**config.mk**
```make
export PLATFORM = sky130hd
export DESIGN_NAME = serial_deser
export DESIGN_NICKNAME = d
export VERILOG_FILES = /design/src/rtl/serial_deser.sv
export SDC_FILE = /design/constraint.sdc
export NUM_CORES = 1
export LEC_CHECK = 0
export CAP_MARGIN = 20
export CORE_UTILIZATION = 58
export CTS_CLUSTER_SIZE = 24
export DETAILED_ROUTE_END_ITERATION = 6
export PLACE_DENSITY = 0.86
export SLEW_MARGIN = 20
export SYNTH_ARGS = -nofsm -noshare
export SYNTH_HDL_FRONTEND = slang
export SYNTH_SLANG_ARGS = --single-unit
```
**constraint.sdc**
```tcl
create_clock -name clk -period 3.9 [get_ports clk]
set_clock_uncertainty 0.15 [all_clocks]
set_input_delay 0.78 -clock clk [delete_from_list [all_inputs] [get_ports clk]]
set_output_delay 0.78 -clock clk [all_outputs]
set_load 0.02 [all_outputs]
```
**src/rtl/serial_deser.sv**
```systemverilog
// Serial frame receiver: start bit, WIDTH data bits, optional even parity, stop bit.
// Define SERIAL_DESER_PARITY_EN to add the parity bit between data and stop.
module serial_deser #(
    parameter int WIDTH = 8,
    parameter int DIV   = 4
) (
    input  logic             clk,
    input  logic             rst,
    input  logic             in,
    input  logic             en,
    input  logic             msb_first,
    output logic [WIDTH-1:0] out,
    output logic             valid,
    output logic             frame_err,
    output logic             busy
);
    localparam int CW = (DIV > 2) ? $clog2(DIV) : 1;
    localparam int BW = $clog2(WIDTH + 1);
    localparam logic [CW-1:0] CNT_HALF = CW'(DIV / 2 - 1);
    localparam logic [CW-1:0] CNT_LAST = CW'(DIV - 1);
    localparam logic [BW-1:0] BIT_LAST = BW'(WIDTH - 1);

`ifdef SERIAL_DESER_PARITY_EN
    typedef enum logic [2:0] {IDLE, START, DATA, PARITY, STOP} state_t;
`else
    typedef enum logic [1:0] {IDLE, START, DATA, STOP} state_t;
`endif

    state_t           state;
    logic [1:0]       sync;
    logic             s;
    logic [CW-1:0]    cnt;
    logic [BW-1:0]    bcnt;
    logic [WIDTH-1:0] sbuf;
    logic             msb_l;
    logic             fin_ok;
    logic             fin_err;
    logic             stop_good;

    assign s    = sync[1];
    assign busy = (state != IDLE);

`ifdef SERIAL_DESER_PARITY_EN
    logic par_err;
    assign stop_good = s && !par_err;
`else
    assign stop_good = s;
`endif

    always_ff @(posedge clk or negedge rst) begin
        if (!rst) begin
            state     <= IDLE;
            sync      <= 2'b11;
            cnt       <= '0;
            bcnt      <= '0;
            sbuf      <= '0;
            msb_l     <= 1'b0;
            fin_ok    <= 1'b0;
            fin_err   <= 1'b0;
            out       <= '0;
            valid     <= 1'b0;
            frame_err <= 1'b0;
`ifdef SERIAL_DESER_PARITY_EN
            par_err   <= 1'b0;
`endif
        end else begin
            sync      <= {sync[0], in};
            // Stop verdict is staged one cycle so the strobe lands after IDLE re-entry.
            valid     <= fin_ok;
            frame_err <= fin_err;
            fin_ok    <= 1'b0;
            fin_err   <= 1'b0;
            if (fin_ok) out <= sbuf;
            cnt <= cnt + 1'b1;
            case (state)
                IDLE: begin
                    cnt <= '0;
                    if (en && !s) state <= START;
                end
                START: if (cnt == CNT_HALF) begin
                    cnt  <= '0;
                    bcnt <= '0;
                    if (!s) begin
                        state <= DATA;
                        msb_l <= msb_first;
                    end else begin
                        state <= IDLE;
                    end
                end
                DATA: if (cnt == CNT_LAST) begin
                    cnt  <= '0;
                    sbuf <= msb_l ? {sbuf[WIDTH-2:0], s} : {s, sbuf[WIDTH-1:1]};
                    if (bcnt == BIT_LAST) begin
`ifdef SERIAL_DESER_PARITY_EN
                        state <= PARITY;
`else
                        state <= STOP;
`endif
                    end else begin
                        bcnt <= bcnt + 1'b1;
                    end
                end
`ifdef SERIAL_DESER_PARITY_EN
                PARITY: if (cnt == CNT_LAST) begin
                    cnt     <= '0;
                    par_err <= ^{sbuf, s};
                    state   <= STOP;
                end
`endif
                STOP: if (cnt == CNT_LAST) begin
                    cnt   <= '0;
                    state <= IDLE;
                    if (stop_good) fin_ok  <= 1'b1;
                    else           fin_err <= 1'b1;
                end
                default: state <= IDLE;
            endcase
            // Dropping enable discards the frame in flight, including a pending verdict.
            if (!en && state != IDLE) begin
                state   <= IDLE;
                cnt     <= '0;
                fin_ok  <= 1'b0;
                fin_err <= 1'b0;
            end
        end
    end
endmodule

```
# After elaboration in Yosys (flattened, before gate mapping)
# Index checks and enable logic that the tools add are counted.
[totals] ram_bits=0 output_inout_bits=11 latch_bits=0 reg_bits=31 n_memories=0 mem_bits_ro=0
[op_classes] bitwise=1 n_reduce_logical=12 n_shift=0 n_div=0 n_addsub=2 n_eq_ne=14 multipliers=0 muxes=25 magnitude_cmp=0
[ops] operator="2-to-1 mux 2 bit" n=10
[ops] operator="inequality test 3 bit, second input constant" n=5
[ops] operator="2-to-1 mux 4 bit" n=3
[ops] operator="2-to-1 mux 1 bit" n=8
[ops] operator="2-to-1 mux 8 bit" n=1
[ops] operator="one-hot mux 2 bit (4 select lines)" n=1
[ops] operator="one-hot mux 4 bit (2 select lines)" n=1
[ops] operator="== test 2 bit, second input constant" n=3
[ops] operator="inequality test 2 bit, second input constant" n=3
[ops] operator="one-hot mux 2 bit (3 select lines)" n=1
[ops] operator="AND reduction 5 bit" n=1
[ops] operator="adder 4 x 1 -> 4 bit, second input constant" n=1
[ops] operator="== test 2 x 1 -> 1 bit, second input constant" n=2
[ops] operator="== test 4 x 3 -> 1 bit, second input constant" n=1
[ops] operator="AND reduction 4 bit" n=1
[ops] operator="nonzero test 2 bit" n=2
[ops] operator="AND reduction 3 bit" n=1
[ops] operator="adder 2 x 1 -> 2 bit, second input constant" n=1
[ops] operator="logical AND 1 bit" n=2
[ops] operator="zero test 1 bit" n=2
[ops] operator="zero test 2 bit" n=1
[ops] operator="AND reduction 2 bit" n=1
[ops] operator="OR reduction 2 bit" n=1
[ops] operator="NOT 1 bit" n=1

# Longest topological paths before layout
[depth] depth_word=5 mapped_depth=6 ltp_nobuf=6

# Least setup slack after synthesis
# No wires, ideal clock.
[synth_path] path_kind="register to output" startpoint="register state[1]" endpoint="output busy" path_stages_with_launch=3 setup_slack_ps=2142 arrival_ps=828 cell_sequence="dfrtp_1 -> buf_4 -> or2_2"
[synth_between] elab_chain_len=1
[synth_rtl] item="start, declared" line_no="29" source="state_t state;"
[synth_rtl] item="start signal, assigned" line_no="52" source="state <= IDLE;"
[synth_rtl] item="start signal, assigned" line_no="78" source="if (en && !s) state <= START;"
[synth_rtl] item="start signal, assigned" line_no="84" source="state <= DATA;"
[synth_rtl] item="nonzero test 2 bit" line_no="41" source="assign busy = (state != IDLE);"
[synth_rtl] item="end, declared" line_no="15" source="output logic busy"
# Every way passes these cells.

# Worst setup path after layout
# Ends and elaborated chain as after synthesis.

==> metrics.txt <==
reg2reg start cnt[1]$_DFF_PN0_; commonest cells in the synthesized netlist dfrtp_1, nand2_1, mux2i_1, mux2_2, o21ai_0; Initial Utilization 0.619; highest clock rate about 0.38 GHz; status finished clean; Synth Register Bits 31; final non-filler cell area approximately 1600 um^2; reg-to-reg slack, setup 2240 ps; initial antenna violation count 0; Final Worst Setup Slack around 1300 ps; Yosys cell types 33; post-CTS setup buffer count 0; Placement Setup Slack around 1600 ps; dominant cell type by area after synthesis dfrtp_1; synthesized area 1370 um^2; Slew Limit Fails 0; RSZ-0062 raised after global routing no; CP top delay family buffers and inverters; worst-path cell chain or2_2, clkdlybuf4s50_1; Async SR Flop Fraction 1.00; first-pass GRT wire length roughly 3.8 mm; DRT Pass-1 Iters 4; Crit Path Class flip-flop to output port; Slew headroom 0.701; fin util 0.727; pwr dens between 300 and 400 nW/um^2; NetSw 0.000141 W; Top Ports 16; area share of the largest cell type after synthesis 0.530; Port Buffers 15; Routed Antenna Nets 0; # setup viols final 0; GRT overflow 0; Diodes inserted 0; Pleak roughly 0.79 nW; Worst path max stage delay 540 ps; vias in the first global route roughly 900; DRT iter0 DRCs 9; core area roughly 2200 um^2; Residual DRC 0; Worst Hold Path EP frame_err$_DFF_PN0_; Final Critical Period 2620 ps; Post-layout nets ~140; drt total wl roughly 2.2 mm; vias between 800 and 900; highest-delay cell along the critical path clkdlybuf4s50_1; row count 17; CP Max Fanout 9; area delta synth->final 17.5%; HP Start fin_err$_DFF_PN0_; placed cell area roughly 1500 um^2; CTS tree done; leading cell type by number of instances after synthesis dfrtp_1; routability cong. between 0.7 and 0.8; vias per std cell roughly 5.4; RR Endpoint bcnt[2]$_DFFE_PN0P_; wire length per cell approximately 14 um; hold depth 0; TritonCTS buffer count 5; chip width between 50 and 60 um; Final Cycle Share 0.671; clock transition at the registers of the reported paths roughly 90 ps; die area 2560 um^2; Setup TNS 0 ps; sequential-to-total area share from yosys stat 0.569; Clock power frac 0.355; dpl hpwl 1.50 mm; gr usage total 0.217; Post-synth EDFFs 0; CP Buf/Inv Count 1; hold_buf cts 0; Peak supply drop roughly 280 uV; Syn. warnings 0; endpoints failing hold 0; largest cells by area after synthesis dfrtp_1, mux2i_1, mux2_2; Crit. End Element output port; fraction of layout cells with a size suffix above 1 0.185; Worst setup SP type flip-flop; Worst path depth 2; largest net degree at the start of global routing 32; sw frac 0.235; max_cap viols 0; Clock Path Buffers 2; Reg2Reg Depth 5; Mapped Cells 110; syn nets about 120; Worst EP required between 2000 and 3000 ps; H-tree depth 2; count of clock tree sinks 31; Worst-Skew Late Latency approximately 320 ps; cells resized by post-CTS repair 0; die height roughly 51 um; Worst Path Arrival approximately 1700 ps; Root Driver clkbuf_4; slew at the pin with the worst max-slew slack ~450 ps; Main synth FF type dfrtp_1; sequential share of power 0.575; Logic pwr share 0.070; Hold Path Class flip-flop to flip-flop; syn_area_per_cell around 12 um^2; Min Hold Slack 211 ps; cell-internal power approximately 0.00046 W
## state kept, by name (all words and copies together), names as in the netlist
register	count
sbuf	8
valid	1
frame_err	1
fin_err	1
cnt	2
state	2
fin_ok	1
msb_l	1
sync	2
out	8
bcnt	4
## routing by layer
layer  vias up  part of all wire  routed length, um  track usage
li1        418                 -                  -            -
met1       415              0.45               1010        0.242
met2        21              0.48               1070        0.349
met4         0             0.025                 55        0.144
met5         -                 0                  0            0
met3         7             0.041                 90       0.0727
## worst reg2reg max path: stages (launching register included)
cell and delay (ps):
dfrtp_1 390, ha_1 290, nand3b_4 220, nor2b_4 220, nand2_1 80, a31o_1 220
## placed cells by master, fill, tap and decap left out
| cell type | instances |
|---|---|
| dfrtp_1 | 29 |
| clkdlybuf4s50_1 | 15 |
| nand2_1 | 12 |
| mux2i_1 | 10 |
| mux2_2 | 8 |
| o21ai_0 | 8 |
| inv_1 | 5 |
| clkbuf_4 | 5 |
| ha_1 | 4 |
| a21oi_1 | 3 |
| o22ai_1 | 2 |
| and3_1 | 2 |
| nor2_1 | 2 |
| nor2b_4 | 2 |
| clkbuf_8 | 2 |
| dfstp_2 | 2 |
| or2_2 | 1 |
| nand2b_1 | 1 |
| nand4_1 | 1 |
| a2bb2oi_1 | 1 |
| nor2b_1 | 1 |
| nand2_4 | 1 |
| nor2_4 | 1 |
| o21a_1 | 1 |
| nand3b_4 | 1 |
| nand3b_1 | 1 |
| nand3_1 | 1 |
| mux2_1 | 1 |
| o21ai_1 | 1 |
| nor4b_1 | 1 |
| a31o_1 | 1 |
| xnor2_1 | 1 |
| o211a_1 | 1 |
| clkbuf_1 | 1 |
| buf_4 | 1 |
## per-stage QoR
stage	instances	total power (W)
final	158	0.000600
after global routing	158	0.000621
after CTS	158	0.000606
after detailed placement	150	0.000394
after global placement	150	0.000392
after floorplan	110	0.000377
## how the worst max path moves through the flow
| stage | startpoint | to | slack, ps |
|---|---|---|---|
| after global placement | state[1]$_DFFE_PN0P_ | busy | 1660 |
| after global routing | state[1]$_DFFE_PN0P_ | busy | 1220 |
| final | state[1]$_DFFE_PN0P_ | busy | 1280 |
| after floorplan | state[1]$_DFFE_PN0P_ | busy | 2140 |
| after detailed placement | state[1]$_DFFE_PN0P_ | busy | 1640 |
| after CTS | state[1]$_DFFE_PN0P_ | busy | 1270 |
## power by group through the flow
stage | registers [W] | logic (W) | clock network, W
after global placement | 0.000351 | 0.0000417 | 0
after CTS | 0.000346 | 0.0000426 | 0.000218
after floorplan | 0.000338 | 0.0000393 | 0
after global routing | 0.000347 | 0.0000456 | 0.000229
final | 0.000345 | 0.0000420 | 0.000213
after detailed placement | 0.000352 | 0.0000424 | 0
## layout make-up
type | instances | area (um^2)
Sequential cell | 31 | 778
Tap cell | 28 | 35.0
Clock buffer | 8 | 68.8
Timing Repair Buffer | 16 | 158
Inverter | 5 | 18.8
Fill cell | 158 | 604
Multi-Input combinational cell | 70 | 549
## logic make-up (layout without fill, tap and decap cells)
logic type / count (synthesis) / count (layout) / synth area share
flops: 31 / 31 / 0.569
fa+ha+maj: 4 / 4 / 0.0366
mux: 19 / 19 / 0.147
buf+inv: 9 / 29 / 0.0302
compound gates: 18 / 18 / 0.0786
simple gates: 28 / 28 / 0.133
xor+xnor: 1 / 1 / 0.00640
Power figures use the tool's default switching activity.
